--- config.mk ---
export PLATFORM = sky130hd
export DESIGN_NAME = line_pingpong_ctrl_flat
export DESIGN_NICKNAME = d
export VERILOG_FILES = /design/src/rtl/line_pingpong_pkg.sv /design/src/rtl/line_pingpong_ctrl_if.sv /design/src/rtl/line_pingpong_rd_seq.sv /design/src/rtl/line_pingpong_ctrl.sv /design/src/flat_wrapper.sv
export SDC_FILE = /design/constraint.sdc
export NUM_CORES = 1
export LEC_CHECK = 0
export CAP_MARGIN = 20
export CORE_ASPECT_RATIO = 0.6
export CORE_MARGIN = 1.5
export CORE_UTILIZATION = 35
export DETAILED_ROUTE_END_ITERATION = 8
export HOLD_SLACK_MARGIN = 0.03
export SLEW_MARGIN = 25
export SYNTH_ARGS = -nofsm -noshare
export SYNTH_HDL_FRONTEND = slang
export SYNTH_SLANG_ARGS = --single-unit
--- constraint.sdc ---
create_clock -name clk -period 7.46 [get_ports clk]
set_input_delay 1.492 -clock clk [delete_from_list [all_inputs] [get_ports clk]]
set_output_delay 1.492 -clock clk [all_outputs]
set_load 0.02 [all_outputs]
--- src/rtl/line_pingpong_pkg.sv ---
// Shared types and constants for the ping-pong line buffer controller.
package line_pingpong_pkg;

  typedef enum logic [1:0] {
    EMPTY,
    FILLING,
    FULL,
    DRAINING
  } bank_state_t;

  localparam int ADDR_W_DEF = 11;
  localparam int DATA_W_DEF = 9;

  // Each bank is half of the RAM: the address MSB is the bank select.
  function automatic int bank_depth(input int addr_w);
    return 1 << (addr_w - 1);
  endfunction

endpackage

--- src/rtl/line_pingpong_ctrl_if.sv ---
// Pixel-stream and line-RAM signal bundle for line_pingpong_ctrl.
interface line_pingpong_ctrl_if #(
  parameter int ADDR_W = line_pingpong_pkg::ADDR_W_DEF,
  parameter int DATA_W = line_pingpong_pkg::DATA_W_DEF
);

  logic              in_valid;
  logic [DATA_W-1:0] in_data;
  logic              in_eol;
  logic              in_ready;
  logic              out_valid;
  logic [DATA_W-1:0] out_data;
  logic              out_eol;
  logic              out_ready;
  logic              ram_wr_en;
  logic [ADDR_W-1:0] ram_wr_addr;
  logic [DATA_W-1:0] ram_wr_data;
  logic [ADDR_W-1:0] ram_rd_addr;
  logic              ram_rd_clk_en;
  logic [DATA_W-1:0] ram_rd_data;

  // The environment side: pixel source, pixel sink and the RAM itself.
  modport master (
    output in_valid, in_data, in_eol, out_ready, ram_rd_data,
    input  in_ready, out_valid, out_data, out_eol,
           ram_wr_en, ram_wr_addr, ram_wr_data, ram_rd_addr, ram_rd_clk_en
  );

  modport slave (
    input  in_valid, in_data, in_eol, out_ready, ram_rd_data,
    output in_ready, out_valid, out_data, out_eol,
           ram_wr_en, ram_wr_addr, ram_wr_data, ram_rd_addr, ram_rd_clk_en
  );

endinterface

--- src/rtl/line_pingpong_rd_seq.sv ---
// Read sequencer: issues RAM reads of the current read bank and registers
// out_valid/out_eol so they line up with the 1-cycle RAM read latency.
module line_pingpong_rd_seq
  import line_pingpong_pkg::*;
#(
  parameter int ADDR_W = ADDR_W_DEF
) (
  input  logic              clk,
  input  logic              rst,
  input  logic              bank_ready,
  input  logic [ADDR_W-1:0] rd_len,
  input  logic              out_ready,
  output logic              rb,
  output logic              issue,
  output logic              rd_release,
  output logic              out_valid,
  output logic              out_eol,
  output logic [ADDR_W-1:0] ram_rd_addr,
  output logic              ram_rd_clk_en
);

  localparam int CNT_W = ADDR_W - 1;

  logic [CNT_W-1:0]  rcnt;
  logic [ADDR_W-1:0] addr_q;
  logic              adv;
  logic              last;

  // The RAM output only advances when the output register may take new data,
  // so a stalled pixel is held by the read clock enable.
  assign adv           = ~out_valid | out_ready;
  assign issue         = adv & bank_ready;
  assign last          = ({1'b0, rcnt} == (rd_len - ADDR_W'(1)));
  assign rd_release    = issue & last;
  assign ram_rd_clk_en = adv & ~rst;
  assign ram_rd_addr   = issue ? {rb, rcnt} : addr_q;

  always_ff @(posedge clk) begin
    if (rst) begin
      rcnt      <= '0;
      rb        <= 1'b0;
      addr_q    <= '0;
      out_valid <= 1'b0;
      out_eol   <= 1'b0;
    end else begin
      if (adv) begin
        out_valid <= issue;
        out_eol   <= issue & last;
      end
      if (issue) begin
        addr_q <= {rb, rcnt};
        if (last) begin
          rcnt <= '0;
          rb   <= ~rb;
        end else begin
          rcnt <= rcnt + CNT_W'(1);
        end
      end
    end
  end

endmodule

--- src/rtl/line_pingpong_ctrl.sv ---
// Ping-pong line buffer controller over one 2-bank simple-dual-port RAM.
// Optional LINE_PINGPONG_STATS_EN adds line_cnt/drop_cnt statistics outputs.
module line_pingpong_ctrl
  import line_pingpong_pkg::*;
#(
  parameter int ADDR_W = ADDR_W_DEF,
  parameter int DATA_W = DATA_W_DEF
) (
  input  logic clk,
  input  logic rst,
  line_pingpong_ctrl_if.slave bus,
  output logic ovf_err
`ifdef LINE_PINGPONG_STATS_EN
  ,
  output logic [15:0] line_cnt,
  output logic [15:0] drop_cnt
`endif
);

  localparam int BANK_D = bank_depth(ADDR_W);
  localparam int CNT_W  = ADDR_W - 1;

  bank_state_t       bank_q [2];
  bank_state_t       bank_d [2];
  logic              wb;
  logic [CNT_W-1:0]  wcnt;
  logic [ADDR_W-1:0] len_q [2];
  logic              discard;

  logic wr_blocked;
  logic accept;
  logic wr;
  logic wcnt_full;
  logic close;
  logic ovf;

  logic              rb;
  logic              issue;
  logic              rd_release;
  logic              bank_ready;
  logic [ADDR_W-1:0] rd_len;

  assign wr_blocked = (bank_q[wb] == FULL) || (bank_q[wb] == DRAINING);
  assign bus.in_ready = ~rst & (~wr_blocked | discard);
  assign accept     = bus.in_valid & bus.in_ready;
  assign wr         = accept & ~discard;
  assign wcnt_full  = (wcnt == CNT_W'(BANK_D - 1));
  assign close      = wr & (bus.in_eol | wcnt_full);
  assign ovf        = wr & wcnt_full & ~bus.in_eol;

  assign bus.ram_wr_en   = wr;
  assign bus.ram_wr_addr = {wb, wcnt};
  assign bus.ram_wr_data = DATA_W'(bus.in_data);
  assign bus.out_data    = DATA_W'(bus.ram_rd_data);
  assign ovf_err         = ovf;

  assign bank_ready = (bank_q[rb] == FULL) || (bank_q[rb] == DRAINING);
  assign rd_len     = len_q[rb];

  line_pingpong_rd_seq #(
    .ADDR_W(ADDR_W)
  ) u_rd_seq (
    .clk          (clk),
    .rst          (rst),
    .bank_ready   (bank_ready),
    .rd_len       (rd_len),
    .out_ready    (bus.out_ready),
    .rb           (rb),
    .issue        (issue),
    .rd_release   (rd_release),
    .out_valid    (bus.out_valid),
    .out_eol      (bus.out_eol),
    .ram_rd_addr  (bus.ram_rd_addr),
    .ram_rd_clk_en(bus.ram_rd_clk_en)
  );

  // Writer and reader never touch the same bank in one cycle: the writer
  // only acts on EMPTY/FILLING banks, the reader only on FULL/DRAINING ones.
  always_comb begin
    bank_d = bank_q;
    if (wr) begin
      bank_d[wb] = close ? FULL : FILLING;
    end
    if (issue) begin
      bank_d[rb] = rd_release ? EMPTY : DRAINING;
    end
  end

  always_ff @(posedge clk) begin
    if (rst) begin
      bank_q[0] <= EMPTY;
      bank_q[1] <= EMPTY;
      wb        <= 1'b0;
      wcnt      <= '0;
      len_q[0]  <= '0;
      len_q[1]  <= '0;
      discard   <= 1'b0;
    end else begin
      bank_q <= bank_d;
      if (close) begin
        len_q[wb] <= {1'b0, wcnt} + ADDR_W'(1);
        wb        <= ~wb;
        wcnt      <= '0;
      end else if (wr) begin
        wcnt <= wcnt + CNT_W'(1);
      end
      // The tail of an overlong line is swallowed up to and including its eol.
      if (ovf) begin
        discard <= 1'b1;
      end else if (accept & discard & bus.in_eol) begin
        discard <= 1'b0;
      end
    end
  end

`ifdef LINE_PINGPONG_STATS_EN
  always_ff @(posedge clk) begin
    if (rst) begin
      line_cnt <= '0;
      drop_cnt <= '0;
    end else begin
      if (close) begin
        line_cnt <= line_cnt + 16'd1;
      end
      if (accept & discard & (drop_cnt != 16'hFFFF)) begin
        drop_cnt <= drop_cnt + 16'd1;
      end
    end
  end
`endif

endmodule

--- src/flat_wrapper.sv ---
// flat-port wrapper written by rule: the top's interface ports become plain ports
module line_pingpong_ctrl_flat import line_pingpong_pkg::*;
#(
  parameter int ADDR_W = ADDR_W_DEF,
  parameter int DATA_W = DATA_W_DEF
)
  (clk, rst, ovf_err, bus_in_valid, bus_in_data, bus_in_eol, bus_out_ready, bus_ram_rd_data, bus_in_ready, bus_out_valid, bus_out_data, bus_out_eol, bus_ram_wr_en, bus_ram_wr_addr, bus_ram_wr_data, bus_ram_rd_addr, bus_ram_rd_clk_en);
  line_pingpong_ctrl_if #(.ADDR_W(ADDR_W), .DATA_W(DATA_W)) bus_i ();
  input  logic clk;
  input  logic rst;
  output logic ovf_err;
  input wire logic [$bits(bus_i.in_valid)-1:0] bus_in_valid;
  input wire logic [$bits(bus_i.in_data)-1:0] bus_in_data;
  input wire logic [$bits(bus_i.in_eol)-1:0] bus_in_eol;
  input wire logic [$bits(bus_i.out_ready)-1:0] bus_out_ready;
  input wire logic [$bits(bus_i.ram_rd_data)-1:0] bus_ram_rd_data;
  output wire logic [$bits(bus_i.in_ready)-1:0] bus_in_ready;
  output wire logic [$bits(bus_i.out_valid)-1:0] bus_out_valid;
  output wire logic [$bits(bus_i.out_data)-1:0] bus_out_data;
  output wire logic [$bits(bus_i.out_eol)-1:0] bus_out_eol;
  output wire logic [$bits(bus_i.ram_wr_en)-1:0] bus_ram_wr_en;
  output wire logic [$bits(bus_i.ram_wr_addr)-1:0] bus_ram_wr_addr;
  output wire logic [$bits(bus_i.ram_wr_data)-1:0] bus_ram_wr_data;
  output wire logic [$bits(bus_i.ram_rd_addr)-1:0] bus_ram_rd_addr;
  output wire logic [$bits(bus_i.ram_rd_clk_en)-1:0] bus_ram_rd_clk_en;
  assign bus_i.in_valid = bus_in_valid;
  assign bus_i.in_data = bus_in_data;
  assign bus_i.in_eol = bus_in_eol;
  assign bus_i.out_ready = bus_out_ready;
  assign bus_i.ram_rd_data = bus_ram_rd_data;
  assign bus_in_ready = bus_i.in_ready;
  assign bus_out_valid = bus_i.out_valid;
  assign bus_out_data = bus_i.out_data;
  assign bus_out_eol = bus_i.out_eol;
  assign bus_ram_wr_en = bus_i.ram_wr_en;
  assign bus_ram_wr_addr = bus_i.ram_wr_addr;
  assign bus_ram_wr_data = bus_i.ram_wr_data;
  assign bus_ram_rd_addr = bus_i.ram_rd_addr;
  assign bus_ram_rd_clk_en = bus_i.ram_rd_clk_en;
  line_pingpong_ctrl #(.ADDR_W(ADDR_W), .DATA_W(DATA_W)) u_core (.clk(clk), .rst(rst), .bus(bus_i), .ovf_err(ovf_err));
endmodule
==> run metrics <==
status complete, no violations; Worst-Margin Slew 0.9185 ns; Mapped Nets 361; critical path class input port to primary output; CP startpoint kind input port; final setup margin 2.521 ns; Critical Path End Type primary output; WP data arrival 3.45 ns; leading post-synthesis cells by cell area dfxtp_1, edfxtp_1, xor2_1; Post-Syn Area 0.003234 mm2; Initial Util 0.3696; via count 2320; leading area contributor after synthesis dfxtp_1; number of global-route vias before repair 2250; EDFF count, synth 22; final hold violations 0; Pre-Repair DR Iteration Count 4; via density per instance 4.989; layout cells sized above 1 0.09348; Net Sw Power 0.1881 mW; die width 127.1 um; # DRC 0; CP max FO 17; worst vdd ir 0.1392 mV; Hold-fix buffers, CTS 0; Setup-failing EPs final 0; global router's overall resource usage 0.1481; HP Class flop to flop; detailed-route wire length 6.691 mm; post-cts resize count 0; CTS tree yes; dpl hpwl 4.832 mm; Max Cap Violations 0; placed cells 449; ys async rst share 0; TNS Setup 0 ns; total power 0.7996 mW; Syn-to-layout area delta 16.63%; Flop pwr share 0.452; dpl ws 2.529 ns; diode count 0; drt wl/cell 14.39 um; YS warnings 0; first-pass GRT wire length 11.21 mm; postcts setup bufs 0; Lkg Pwr 1.298 nW; #FFs+latches synth 61; number of distinct library cells after synthesis 47; register area share after synthesis 0.4456; CTS Buf Count 9; most frequent cell after synthesis nor2_1; Final Max Tran Viols 0; CTS root buf clkbuf_16; CTS Buffer Depth 2; initial antenna violation count 0; final core occ 0.4311; Synth top cells by count nor2_1, dfxtp_1, nand2_1, xor2_1, edfxtp_1; Clock transition at path regs 0.05 ns; Placer Congestion 0.7193; maximum clock rate 202.5 MHz; DRT iter0 DRCs 119; top_reg_cell synth dfxtp_1; core area 0.008751 mm2; Clk network pwr share 0.464; Die Ht 77.46 um; fin nets 374; largest net degree at the start of global routing 21; FP Rows 26; Sw Share 0.2353; Synth Instances 335; Tmin final 4.939 ns; I/O pins 69; worst skew pair latency 0.33 ns; htree depth 3; die area 0.009846 mm2; Congestion Overflow GR 0; P per Cell Area 212.0 mW/mm2; I/O Buffers 32; Slew headroom 0.3869; top-area cell type share of the netlist area 0.2414; Final ANT Viol Nets 0; Sink Count 61; RSZ-0062 raised after global routing no; fin crit share 0.6621; syn_area_per_cell 9.655 um2; WP data required 5.97 ns; Int Power 0.6115 mW; Clock Skew 0.008294 ns; Post-Layout Cell Count 465; FILL cells 842; Logic pwr share 0.084
-- layout make-up --
cell class              count  area, um2  share of cell area
clock inverters             3      12.51            0.003317
clock buffers              13      250.2             0.06633
flip-flops and latches     61       1441              0.3821
multi-input cells         235       1567              0.4153
well taps                 112      140.1             0.03715
repair buffers             34      335.3             0.08889
inverters                   7      26.28            0.006965
-- critical path, cell delays in order --
cell and delay [ns]:
clkdlybuf4s50_1 0.46, nor2b_1 0.06, nor2_1 0.10, buf_4 0.24
inv_1 0.18, o21ai_0 0.25, clkdlybuf4s50_1 0.65
-- path summary, 6_finish.rpt --
kind / slack [ns] / start / to / cells after the start
max: 2.52 / bus_out_ready / bus_ram_rd_addr[1] / 7
min: 0.47 / u_core.u_rd_seq.out_eol$_SDFFE_PP0N_ / u_core.u_rd_seq.out_eol$_SDFFE_PP0N_ / 2
max reg2reg: 3.83 / flop / flop / 8
min reg2reg: 0.47 / u_core.u_rd_seq.out_eol$_SDFFE_PP0N_ / u_core.u_rd_seq.out_eol$_SDFFE_PP0N_ / 2
-- state kept, by name, summed over array words and instances (netlist names), 2 cells and up, named ones only --
register and count:
u_core.u_rd_seq.addr_q 11, u_core.u_rd_seq.rcnt 10, u_core.len_q 22, u_core.bank_q 2
u_core.wcnt 10
-- layer usage --
layer	wire (um)	part of all wire	GRT usage
met5	0	0	0
met4	45	0.0067	0.05114
met1	3631	0.54	0.2127
met2	2698	0.40	0.2000
met3	315	0.047	0.05655
-- power by group through the flow --
stage	registers [mW]	clock network, mW	logic (mW)
2_1_floorplan	0.367	0	0.0602
3_3_place_gp	0.368	0	0.0661
3_5_place_dp	0.368	0	0.0671
4_1_cts	0.362	0.379	0.0679
5_1_grt	0.363	0.394	0.0746
6_report	0.362	0.371	0.0674
-- placed cells by master (no fill, tap or decap), drive strengths merged, types with 4 or more instances in the layout --
cell / Yosys / final
dfxtp: 39 / 39
and3: 6 / 6
nand3: 12 / 12
o21ai: 7 / 7
xnor2: 17 / 17
a21oi: 6 / 6
edfxtp: 22 / 22
clkbuf: 10 / 13
clkdlybuf4s50: 0 / 32
nor3: 9 / 9
nand4: 4 / 4
nor2: 52 / 52
mux2: 10 / 10
mux2i: 14 / 14
inv: 7 / 7
xor2: 23 / 23
and2: 10 / 10
nand2: 24 / 24
-- logic make-up (layout without fill, tap and decap cells) --
family,count (synthesis),in the layout,share of synthesized area
flops,61,61,0.4456
fa+ha+maj,3,3,0.01161
compound gates,30,30,0.07002
xor+xnor,40,40,0.1083
buf+inv,39,57,0.07196
mux,24,24,0.07814
simple gates,138,138,0.2143
-- through the flow --
step / hold slack (ns) / instance area (um2)
2_1_floorplan: 0.4832 / 3234
3_3_place_gp: 0.4577 / 3510
3_5_place_dp: 0.4505 / 3510
4_1_cts: 0.4611 / 3772
5_1_grt: 0.4788 / 3772
6_report: 0.4658 / 3772
Power figures use the tool's default switching activity.
